==> src/rtl/ibex_avalon_flash_bridge.sv <==
// Bridges the Ibex instruction and data ports onto one Avalon-MM master for a flash ROM controller.
// Commands are registered onto av_*, and read responses are routed back in order through a small tag FIFO.
module ibex_avalon_flash_bridge #(
    parameter int unsigned AV_AW           = 24,
    parameter int unsigned MAX_OUTSTANDING = 2,
    parameter int unsigned SWAP_BYTES      = 1,
    parameter int unsigned ALLOW_WRITE     = 0
) (
    input  logic             clk_i,
    input  logic             rst_ni,

    input  logic             instr_req_i,
    input  logic [31:0]      instr_addr_i,
    output logic             instr_gnt_o,
    output logic             instr_rvalid_o,
    output logic [31:0]      instr_rdata_o,

    input  logic             data_req_i,
    input  logic             data_we_i,
    input  logic [3:0]       data_be_i,
    input  logic [31:0]      data_addr_i,
    input  logic [31:0]      data_wdata_i,
    output logic             data_gnt_o,
    output logic             data_rvalid_o,
    output logic [31:0]      data_rdata_o,
    output logic             data_err_o,

    output logic [AV_AW-1:0] av_address_o,
    output logic             av_read_o,
    output logic             av_write_o,
    output logic [31:0]      av_writedata_o,
    output logic [3:0]       av_byteenable_o,
    output logic             av_burstcount_o,
    input  logic             av_waitrequest_i,
    input  logic [31:0]      av_readdata_i,
    input  logic             av_readdatavalid_i,

    output logic             spurious_o
);

    typedef enum logic {
        IDLE = 1'b0,
        CMD  = 1'b1
    } state_e;

    localparam logic [2:0] MAX_CNT = 3'(MAX_OUTSTANDING);
    localparam bit         WR_EN   = (ALLOW_WRITE != 0);

    state_e           state_q;
    logic [AV_AW-1:0] av_address_q;
    logic             av_read_q;
    logic             av_write_q;
    logic [31:0]      av_writedata_q;
    logic [3:0]       av_byteenable_q;
    logic             src_data_q;
    logic             wr_rsp_q;

    logic             tag_mem_q [4];
    logic [1:0]       wr_ptr_q;
    logic [1:0]       rd_ptr_q;
    logic [2:0]       cnt_q;

    logic             instr_rvalid_q;
    logic [31:0]      instr_rdata_q;
    logic             data_rvalid_q;
    logic [31:0]      data_rdata_q;
    logic             data_err_q;
    logic             spurious_q;

    logic [31:0]      rdata_sw;
    logic [31:0]      wdata_sw;
    logic [3:0]       be_sw;

    // Flash words are stored big-endian, so lanes are mirrored on the way in and out.
    genvar gi;
    generate
        for (gi = 0; gi < 4; gi++) begin : g_lane
            if (SWAP_BYTES != 0) begin : g_swap
                assign rdata_sw[8*gi +: 8] = av_readdata_i[8*(3-gi) +: 8];
                assign wdata_sw[8*gi +: 8] = data_wdata_i[8*(3-gi) +: 8];
                assign be_sw[gi]           = data_be_i[3-gi];
            end else begin : g_pass
                assign rdata_sw[8*gi +: 8] = av_readdata_i[8*gi +: 8];
                assign wdata_sw[8*gi +: 8] = data_wdata_i[8*gi +: 8];
                assign be_sw[gi]           = data_be_i[gi];
            end
        end
    endgenerate

    logic can_read;
    logic can_write;
    logic issue_data_rd;
    logic issue_data_wr;
    logic issue_instr;
    logic local_wr;
    logic accept;
    logic push;
    logic pop;

    assign can_read      = (cnt_q < MAX_CNT);
    assign can_write     = (cnt_q == 3'd0) && !wr_rsp_q;
    assign issue_data_rd = (state_q == IDLE) && data_req_i && !data_we_i && can_read;
    assign issue_data_wr = (state_q == IDLE) && data_req_i && data_we_i && can_write && WR_EN;
    assign local_wr      = (state_q == IDLE) && data_req_i && data_we_i && can_write && !WR_EN;
    assign issue_instr   = (state_q == IDLE) && !data_req_i && instr_req_i && can_read;
    assign accept        = (state_q == CMD) && !av_waitrequest_i;
    assign push          = accept && av_read_q;
    assign pop           = av_readdatavalid_i && (cnt_q != 3'd0);

    assign instr_gnt_o = accept && !src_data_q;
    assign data_gnt_o  = (accept && src_data_q) || local_wr;

    always_ff @(posedge clk_i) begin
        if (push) begin
            tag_mem_q[wr_ptr_q] <= src_data_q;
        end
    end

    always_ff @(posedge clk_i or negedge rst_ni) begin
        if (!rst_ni) begin
            state_q         <= IDLE;
            av_address_q    <= '0;
            av_read_q       <= 1'b0;
            av_write_q      <= 1'b0;
            av_writedata_q  <= '0;
            av_byteenable_q <= '0;
            src_data_q      <= 1'b0;
            wr_rsp_q        <= 1'b0;
            wr_ptr_q        <= '0;
            rd_ptr_q        <= '0;
            cnt_q           <= '0;
            instr_rvalid_q  <= 1'b0;
            instr_rdata_q   <= '0;
            data_rvalid_q   <= 1'b0;
            data_rdata_q    <= '0;
            data_err_q      <= 1'b0;
            spurious_q      <= 1'b0;
        end else begin
            instr_rvalid_q <= 1'b0;
            data_rvalid_q  <= 1'b0;

            case (state_q)
                IDLE: begin
                    if (issue_data_rd || issue_data_wr || issue_instr) begin
                        state_q         <= CMD;
                        av_read_q       <= !issue_data_wr;
                        av_write_q      <= issue_data_wr;
                        src_data_q      <= !issue_instr;
                        av_address_q    <= issue_instr ? instr_addr_i[AV_AW+1:2]
                                                       : data_addr_i[AV_AW+1:2];
                        av_byteenable_q <= issue_data_wr ? be_sw : 4'hF;
                        if (issue_data_wr) begin
                            av_writedata_q <= wdata_sw;
                        end
                    end
                end
                CMD: begin
                    if (!av_waitrequest_i) begin
                        state_q    <= IDLE;
                        av_read_q  <= 1'b0;
                        av_write_q <= 1'b0;
                    end
                end
                default: state_q <= IDLE;
            endcase

            // Write responses: one cycle after Avalon acceptance, or after a locally refused write.
            wr_rsp_q <= (accept && av_write_q) || local_wr;
            if ((accept && av_write_q) || local_wr) begin
                data_rvalid_q <= 1'b1;
                data_err_q    <= local_wr;
            end

            if (pop) begin
                rd_ptr_q <= rd_ptr_q + 2'd1;
                if (tag_mem_q[rd_ptr_q]) begin
                    data_rvalid_q <= 1'b1;
                    data_rdata_q  <= rdata_sw;
                    data_err_q    <= 1'b0;
                end else begin
                    instr_rvalid_q <= 1'b1;
                    instr_rdata_q  <= rdata_sw;
                end
            end else if (av_readdatavalid_i) begin
                spurious_q <= 1'b1;
            end

            if (push) begin
                wr_ptr_q <= wr_ptr_q + 2'd1;
            end
            case ({push, pop})
                2'b10:   cnt_q <= cnt_q + 3'd1;
                2'b01:   cnt_q <= cnt_q - 3'd1;
                default: cnt_q <= cnt_q;
            endcase
        end
    end

    logic unused_addr_bits;
    assign unused_addr_bits = ^{instr_addr_i, data_addr_i};

    assign instr_rvalid_o  = instr_rvalid_q;
    assign instr_rdata_o   = instr_rdata_q;
    assign data_rvalid_o   = data_rvalid_q;
    assign data_rdata_o    = data_rdata_q;
    assign data_err_o      = data_err_q;
    assign av_address_o    = av_address_q;
    assign av_read_o       = av_read_q;
    assign av_write_o      = av_write_q;
    assign av_writedata_o  = av_writedata_q;
    assign av_byteenable_o = av_byteenable_q;
    assign av_burstcount_o = 1'b1;
    assign spurious_o      = spurious_q;

endmodule

==> config.mk <==
export PLATFORM = sky130hd
export DESIGN_NAME = ibex_avalon_flash_bridge
export DESIGN_NICKNAME = d
export VERILOG_FILES = /design/src/rtl/ibex_avalon_flash_bridge.sv
export SDC_FILE = /design/constraint.sdc
export NUM_CORES = 1
export LEC_CHECK = 0
export BUFFER_PORTS_ARGS = -buffer_cell sky130_fd_sc_hd__buf_2
export CAP_MARGIN = 20
export CORE_AREA = 2 2 103 179
export CTS_BUF_LIST = sky130_fd_sc_hd__clkbuf_2 sky130_fd_sc_hd__clkbuf_4 sky130_fd_sc_hd__clkbuf_8
export DETAILED_ROUTE_END_ITERATION = 8
export DIE_AREA = 0 0 105 181
export PLACE_DENSITY = 0.56
export SETUP_SLACK_MARGIN = 0.1
export SYNTH_ARGS = -nofsm -noshare
export SYNTH_HDL_FRONTEND = slang
export SYNTH_SLANG_ARGS = --single-unit
export TNS_END_PERCENT = 5
==> constraint.sdc <==
create_clock -name clk_i -period 2.2 [get_ports clk_i]
set_input_delay 0.11 -clock clk_i [delete_from_list [all_inputs] [get_ports clk_i]]
set_output_delay 0.11 -clock clk_i [all_outputs]
set_load 0.03 [all_outputs]
# Word-level counts from Yosys, hierarchy flattened
# Memories as Yosys holds them, arrays and structs flattened.
# Index checks and enable logic that the tools add are counted.
[totals]
reg_bits = 105
ramBits = 4
input_bits = 139
output_inout_bits = 133
mem_count = 1
[memory_table]
columns = ["name", "depth", "word_bits", "rd", "rd_ports_with_merged_regs", "write_ports", "line", "text"]
rows = [
  ["tag_mem_q", 4, 1, 1, 0, 1, "58", "logic tag_mem_q [4];"],
]
[classes]
addsub = 4
order_cmp = 1
n_eq_ne = 4
n_mux = 20
n_bitwise = 3
reduce_logical = 32
[ops]
columns = ["operator", "count"]
rows = [
  ["$mux 24", 1],
  ["$logic_and 1x1->1", 15],
  ["$mux 1", 15],
  ["$reduce_and 2->1", 5],
  ["$logic_not 1->1", 6],
  ["$pmux 1 s2", 3],
  ["$pmux 3 s2", 1],
  ["$add 2x1->2 const B", 2],
  ["$add 3x1->3 const B", 1],
  ["$logic_not 3->1", 1],
  ["$logic_or 1x1->1", 3],
  ["$lt 3x2->1 const B", 1],
  ["$not 1->1", 3],
  ["$reduce_bool 3->1", 1],
  ["$sub 3x1->3 const B", 1],
  ["$eq 2x1->1 const B", 1],
  ["$eq 2x2->1 const B", 1],
  ["$ne 2x1->1 const B", 1],
  ["$ne 2x2->1 const B", 1],
  ["$reduce_bool 2->1", 1],
]

# Depth between registers and ports, before layout
# Gate-level depths: netlist (run 1).
[logic_depth]
ltp_word = 8
depth_mapped = 9
mapped_depth_nobuf = 9

# Worst setup path before layout (run 1)
# No wires, ideal clock.
[synth_path]
kind = "register to register"
startpoint = "register cnt_q[1]"
endpoint = "register cnt_q[1]"
arrival_ns = 1.780
required_ns = 2.117
path_slack_ns = 0.337
path_stages_with_launch = 7
path_buffers = 0
synth_period_minus_slack_ns = 1.863
cell_sequence = "dfrtp_1 > o31ai_4 > inv_1 > ha_1 > inv_1 > fa_1 > o21ai_0"
[synth_between]
elab_chain_len = 4
word_cells_on_any_way = 8
classes_between = "add/sub: 2; eq/ne: 2; mux: 1; reduce/logical: 3"
[synth_lines]
columns = ["element", "line", "text"]
rows = [
  ["from (decl)", "61", "logic [2:0] cnt_q;"],
  ["from (signal assigned)", "192", "2'b10: cnt_q <= cnt_q + 3'd1;"],
  ["from (signal assigned)", "193", "2'b01: cnt_q <= cnt_q - 3'd1;"],
  ["from (signal assigned)", "194", "default: cnt_q <= cnt_q;"],
  ["parallel branches: the longest is 4 deep, another holds $sub 3x1->3", "-", ""],
]
# Several ways; the timed one is not identified.
# A chain may end at the register's enable or synchronous reset.

# Worst setup path in the final report (run 1)
[layout_path]
startpoint = "register rd_ptr_q[0]"
endpoint = "register instr_rdata_q[23] (netlist: instr_rdata_o[23])"
[layout_between]
elab_chain_len = 3
[layout_lines]
columns = ["element", "line", "text"]
rows = [
  ["from (decl)", "60", "logic [1:0] rd_ptr_q;"],
  ["from (signal assigned)", "175", "rd_ptr_q <= rd_ptr_q + 2'd1;"],
  ["$mem_v2 4x1", "-", ""],
  ["$not 1->1 (no line)", "-", ""],
  ["$reduce_and 2->1 (no line)", "-", ""],
  ["to (signal assigned)", "182", "instr_rdata_q <= rdata_sw;"],
  ["to (decl)", "64", "logic [31:0] instr_rdata_q;"],
]
# Every way passes these cells.

==> summary.txt, run 1 <==
Timing
  – Tmin final: 1.96 ns
  – Hold Worst Slack: 0.129 ns
  – Fmax: 509 MHz
  – Clk_skew: 0.0141 ns
  – Fin crit share: 89.3%
  – Final setup viols: 0
  – RSZ-0062 raised after global routing: true
  – Fin. Hold Viols: 0
  – Fin. max-slew vios: 0
  – Final WS setup: 0.236 ns
  – Worst slew margin: 58.5%
  – Worst-Margin Slew: 0.622 ns
  – Setup TNS: 0 ns

Detailed routing
  – Vias: 3833
  – Routed wire length: 12.6 mm
  – Routed len/inst: 14.7 um
  – Post-route ant nets: 0
  – Router iterations before antenna repair: 4
  – Vias per cell: 4.48
  – Drt drc: 0
  – DR iter-0 viols: 108

Power
  – Peak VDD IR: 0.000508 V
  – Leakage power: 0.00339 uW
  – Power Density: 1470 nW/um2

CTS
  – Clock Sinks: 108
  – # H-tree levels: 3
  – CTS tree: done
  – CTS Root Cell: clkbuf_8
  – Post-CTS setup buffer count: 0
  – CTS max path bufs: 2
  – Worst-Skew Late Latency: 0.38 ns
  – Clock transition at the registers of the reported paths: 0.11 ns
  – CTS buffer count: 9

Yosys
  – Synth area leader: dfrtp_1
  – Area contributors post-synth: dfrtp_1 (50%), mux2_4 (8.4%), mux2_2 (7.6%)
  – Synth Warn #: 0
  – Top cells by count, synth: dfrtp_1 (104), buf_4 (37), mux2_2 (35)
  – Top_reg_cell synth: dfrtp_1
  – FF+latch count, synth: 108
  – Async SR Flop Fraction: 96.3%
  – Sequential-to-total area share from yosys stat: 52.6%
  – Post-synth cell types: 38
  – Area share of the largest cell type after synthesis: 50.3%
  – Syn_area_per_cell: 13.4 um2
  – Cell with the most instances after synthesis: dfrtp_1
  – Mapped Cells: 385
  – Cell Area, Synth: 5170 um2
  – EDFF count, synth: 4

Flow run
  – Number of max-cap violations: 0

Layout
  – Fin nets: 765
  – Layout area overhead: 35.1%
  – Inserted Diodes: 0
  – Layout cell share with drive strength beyond 1: 45.6%
  – Final Cell Area: 6990 um2
  – Final core utilization: 40.0%

GRT
  – Pin count of the biggest net entering global routing: 61
  – Tot GR Track Use: 13.7%
  – Global-route wire length before repair: 21.1 mm
  – Vias in the first global route: 4136
  – Total grt overflow: 0
  – Initial antenna violation count: 0

Floorplanning
  – Rows: 64
  – Io pins: 272
  – Chip width: 105 um
  – Die height: 181 um
  – Starting density of the core: 29.6%
  – Die area: 19000 um2
  – Core ar.: 17500 um2

Placement
  – Gpl congestion: 0.766
  – Placed cell area: 6180 um2
  – Setup WS pre-CTS: 0.249 ns
  – IO buf count: 185
  – Detailed Place HPWL: 8.77 mm

Worst setup path
  – Reg2reg path depth: 4
  – CP endpoint kind: register
  – Kind of critical path: register to register
  – Critical path arrival: 2.23 ns
  – Req. time, crit path: 2.47 ns
  – Worst setup SP type: register
  – Crit Path Max Fanout: 20

Min path
  – Hold depth: 2
  – Min-delay worst type: input pin to register

Status
  – Status: completed
worst paths after layout:
check,startpoint,endpoint,slack [ns]
min in group asynchronous,rst_ni,instr_rdata_o[2],0.27
worst min-delay path,data_we_i,wr_rsp_q,0.13
worst max-delay path,rd_ptr_q[0],instr_rdata_o[23],0.24
worst max register to register,rd_ptr_q[0],instr_rdata_o[23],0.24
max in group asynchronous,rst_ni,data_rdata_o[27],1.16
worst min register to register,spurious_o,spurious_o,0.47
sequential cells by signal, indices dropped and copies added, names as in the netlist, 2 cells and up:
signal / count
rd_ptr_q: 2
instr_rdata_o: 32
cnt_q: 3
tag_mem_q: 4
data_rdata_o: 32
wr_ptr_q: 2
av_address_o: 24
metrics by stage:
step / power [uW] / std cells
2_1_floorplan: 7520 / 417
6_report: 10300 / 856
5_1_grt: 10900 / 856
3_5_place_dp: 8970 / 781
3_3_place_gp: 8830 / 781
4_1_cts: 10400 / 856
cell usage in the layout, fill, tap and decap left out, drive strengths merged:
cell         netlist  layout
nor3               1       1
ha                 5       5
buf               48     196
and2               1       1
fa                 1       1
mux2              65      65
xnor2              4       4
o21ai             25      25
inv                7       9
and3               4       4
a21oi              1       1
o22a               1       1
dlygate4sd3        0      59
xor2               2       2
clkinv             0       2
a21o               4       4
clkbuf            15      11
nand2              3       3
or3                1       1
dfrtp            104     104
nor2               5       5
a2bb2oi           24      24
or2                1       1
mux4               1       1
conb               2      34
o21a               1       1
edfxtp             4       4
nor2b              1       1
o31ai              1       1
and4               1       1
a211oi            24      24
nand2b             4       4
and3b             24      24
bufinv             0       1
power by group:
part	internal [uW]	leakage, uW	switching [uW]
registers	2960	0.00124	569
logic	2140	0.00204	3300
clock network	594	0.000110	698
layer usage:
metal | up-vias | share of wire (%) | GRT usage (%) | wire (um)
met5 | - | 0 | 0 | 0
met4 | 0 | 1.6 | 4.43 | 208
met3 | 10 | 5.8 | 3.75 | 735
met2 | 158 | 51 | 24.1 | 6500
met1 | 1890 | 41 | 16.1 | 5180
li1 | 1775 | - | - | -
area by class of cell:
type,count,area (um2)
fill,1721,10500
tap,231,289
timing repair buffer,255,1650
inverter,7,26.3
clock inverter,5,57.6
sequential,108,2720
clock buffer,11,151
multi-input combinational,239,2090
critical path: stages, from the launching register on:
cell	delay, ns
dfrtp_1	0.42
mux4_2	0.61
nor2_8	0.24
buf_12	0.23
mux2_4	0.32
what timing repair did:
action	in CTS	in global routing
hold buffers	59	0
endpoints found under the setup margin	0	2
gates resized for setup	0	2
endpoints found under the hold margin	134	0
logic make-up (layout without fill, tap and decap cells):
logic type | after synthesis | count (layout) | share of synthesized area (%)
other | 2 | 34 | 0.145
AND/OR/NAND/NOR | 46 | 46 | 6.82
adder cells (fa/ha/maj) | 6 | 6 | 1.60
buffers and inverters | 70 | 278 | 9.51
multiplexers | 66 | 66 | 16.7
flip-flops | 108 | 108 | 52.6
XOR/XNOR | 6 | 6 | 1.02
AO/OA/AOI/OAI | 81 | 81 | 11.6
(Power assumes the default switching activity.)
==> run 2, diff against run 1 <==
- RECOVER_POWER: unset -> 25
==> summary.txt, run 2 (synthesized netlist as in run 1, its figures left out) <==
Timing
  – Worst-Margin Slew: 1.21 ns (+0.587 ns)
  – Setup TNS: 0 ns (unchanged)
  – RSZ-0062 raised after global routing: true
  – Fin. max-slew vios: 0 (unchanged)
  – Clk_skew: 0.0133 ns (-0.000835 ns)
  – Hold Worst Slack: 0.132 ns (+0.00292 ns)
  – Fmax: 505 MHz (-0.74%)
  – Fin. Hold Viols: 0 (unchanged)
  – Final setup viols: 0 (unchanged)
  – Worst slew margin: 19.4% (-39 points)
  – Fin crit share: 90.0% (+0.67 points)
  – Tmin final: 1.98 ns (+0.0147 ns)

Worst setup path
  – Kind of critical path: register to primary output
  – Req. time, crit path: 2.09 ns (-0.38 ns)
  – Critical path, cell by cell: nor3_1 -> and4_1 -> a21o_1 -> buf_2
  – Reg2reg path depth: 4 (unchanged)
  – Worst path bufs/invs: 1 (unchanged)
  – Slowest-stage cell, CP: dfrtp_1
  – Top delay family on crit path: simple AND/OR/NAND/NOR gates
  – Reg2reg start: rd_ptr_q[0]
  – Crit Path Max Fanout: 5 (-75%)
  – Reg-to-reg endpoint: instr_rdata_o[23]
  – Worst setup SP type: register
  – CP max stage delay: 0.45 ns (-0.16 ns)
  – Critical path arrival: 1.87 ns (-0.36 ns)
  – R2R Setup Slk: 0.24 ns (about the same)
  – CP endpoint kind: primary output

Layout
  – Final Cell Area: 6940 um2 (-0.63%)
  – Inserted Diodes: 0 (unchanged)
  – Multi-input combinational cell area: 2080 um2 (-0.24%)
  – Commonest non-fill, non-tap cells in the layout: buf_2 (155), dfrtp_1 (104), dlygate4sd3_1 (59)
  – Fin nets: 765 (unchanged)
  – Fillcell total: 1741 (+1.2%)
  – Final core utilization: 39.8% (-0.25 points)
  – Most common cell after layout, fill and taps aside: buf_2
  – Layout area overhead: 34.2%
  – Register area: 2720 um2 (unchanged)
  – Layout cell share with drive strength beyond 1: 40.8% (-4.8 points)

Floorplanning
  – Die area: 19000 um2 (unchanged)
  – Die height: 181 um (unchanged)
  – Rows: 64 (unchanged)
  – Core ar.: 17500 um2 (unchanged)
  – Starting density of the core: 29.6% (unchanged)
  – Chip width: 105 um (unchanged)
  – Io pins: 272 (unchanged)

Min path
  – Hold_sp: data_we_i
  – Hold depth: 2 (unchanged)
  – Hold Path Sink: wr_rsp_q
  – Min-delay worst type: input pin to register

GRT
  – Most Crowded Layer GR: met2
  – Tot GR Track Use: 13.7% (unchanged)
  – Initial antenna violation count: 0 (unchanged)
  – Pin count of the biggest net entering global routing: 61 (unchanged)
  – Vias in the first global route: 4136 (unchanged)
  – Global-route wire length before repair: 21.1 mm (unchanged)
  – Met1 Resource Use GR: 16.1% (unchanged)
  – Met2 usage in global routing: 24.1% (unchanged)
  – M3 GR Usage: 3.75% (unchanged)
  – Total grt overflow: 0 (unchanged)

CTS
  – Worst-Skew Late Latency: 0.38 ns (about the same)
  – CTS Root Cell: clkbuf_8
  – CTS buffer count: 9 (unchanged)
  – CTS max path bufs: 2 (unchanged)
  – # H-tree levels: 3 (unchanged)
  – Clock transition at the registers of the reported paths: 0.11 ns (about the same)
  – Clock Sinks: 108 (unchanged)
  – CTS tree: done
  – Post-CTS setup buffer count: 0 (unchanged)

Status
  – Status: completed

Detailed routing
  – Post-route ant nets: 0 (unchanged)
  – Routed wire length: 12.7 mm (+0.66%)
  – Routed len/inst: 14.8 um (+0.66%)
  – DR iter-0 viols: 106 (-1.9%)
  – Drt drc: 0 (unchanged)
  – Router iterations before antenna repair: 4 (unchanged)
  – Vias: 3821 (-0.31%)
  – Vias per cell: 4.46 (-0.31%)

Power
  – Power Density: 1470 nW/um2 (about the same)
  – Peak VDD IR: 0.000500 V (-1.5%)
  – Leakage power: 0.00331 uW (-2.5%)

Placement
  – Detailed Place HPWL: 8.77 mm (unchanged)
  – Gpl congestion: 0.766 (unchanged)
  – IO buf count: 185 (unchanged)
  – Placed cell area: 6180 um2 (unchanged)

Flow run
  – Number of max-cap violations: 0 (unchanged)
==> run 2: worst reg2reg max path: cells and delay by family, from the launching register on <==
family / cells / cell delay [ns]
buffers and inverters: 1 / 0.24
muxes: 2 / 0.95
and+or+nand+nor: 1 / 0.24
DFF: 1 / 0.42
==> run 2: cell type report <==
cell class                      count  share of cell area (%)
Clock buffer                       11                    2.18
Clock inverter                      5                   0.829
Inverter                            7                   0.378
Multi-Input combinational cell    239                    30.0
Sequential cell                   108                    39.2
Tap cell                          231                    4.16
Timing Repair Buffer              255                    23.2
==> run 2: metrics by stage <==
step	setup WS [ns]	power, uW	instances
global route	0.0599	10800	856
detailed placement	0.249	8970	781
finish	0.221	10200	856
global placement	0.278	8830	781
CTS	0.123	10400	856
floorplan	0.337	7520	417
==> run 2: repair_timing <==
item	4_1_cts	5_1_grt
endpoints found under the hold margin	134	0
endpoints found under the setup margin	0	2
resized for setup	0	2
hold buffers	59	0
==> run 2: worst max-delay path by stage <==
stage,from,endpoint,slack [ns],depth (start not counted)
floorplan,cnt_q[1],cnt_q[1],0.34,6
global placement,rd_ptr_q[0],instr_rdata_o[30],0.28,4
detailed placement,rd_ptr_q[0],instr_rdata_o[17],0.25,4
CTS,cnt_q[1],data_gnt_o,0.12,4
global route,state_q,cnt_q[2],0.06,9
finish,cnt_q[1],data_gnt_o,0.22,4
==> run 2: power by group <==
group	switching (uW)	internal, uW	leakage (uW)
Combinational	3300	2060	0.00195
Sequential	576	2960	0.00124
Clock	699	594	0.000110
Total	4570	5620	0.00331
==> run 2: routing by layer <==
layer	wire, um	part of all wire (%)
met1	5270	41
met2	6490	51
met3	734	5.8
met4	208	1.6
met5	0	0
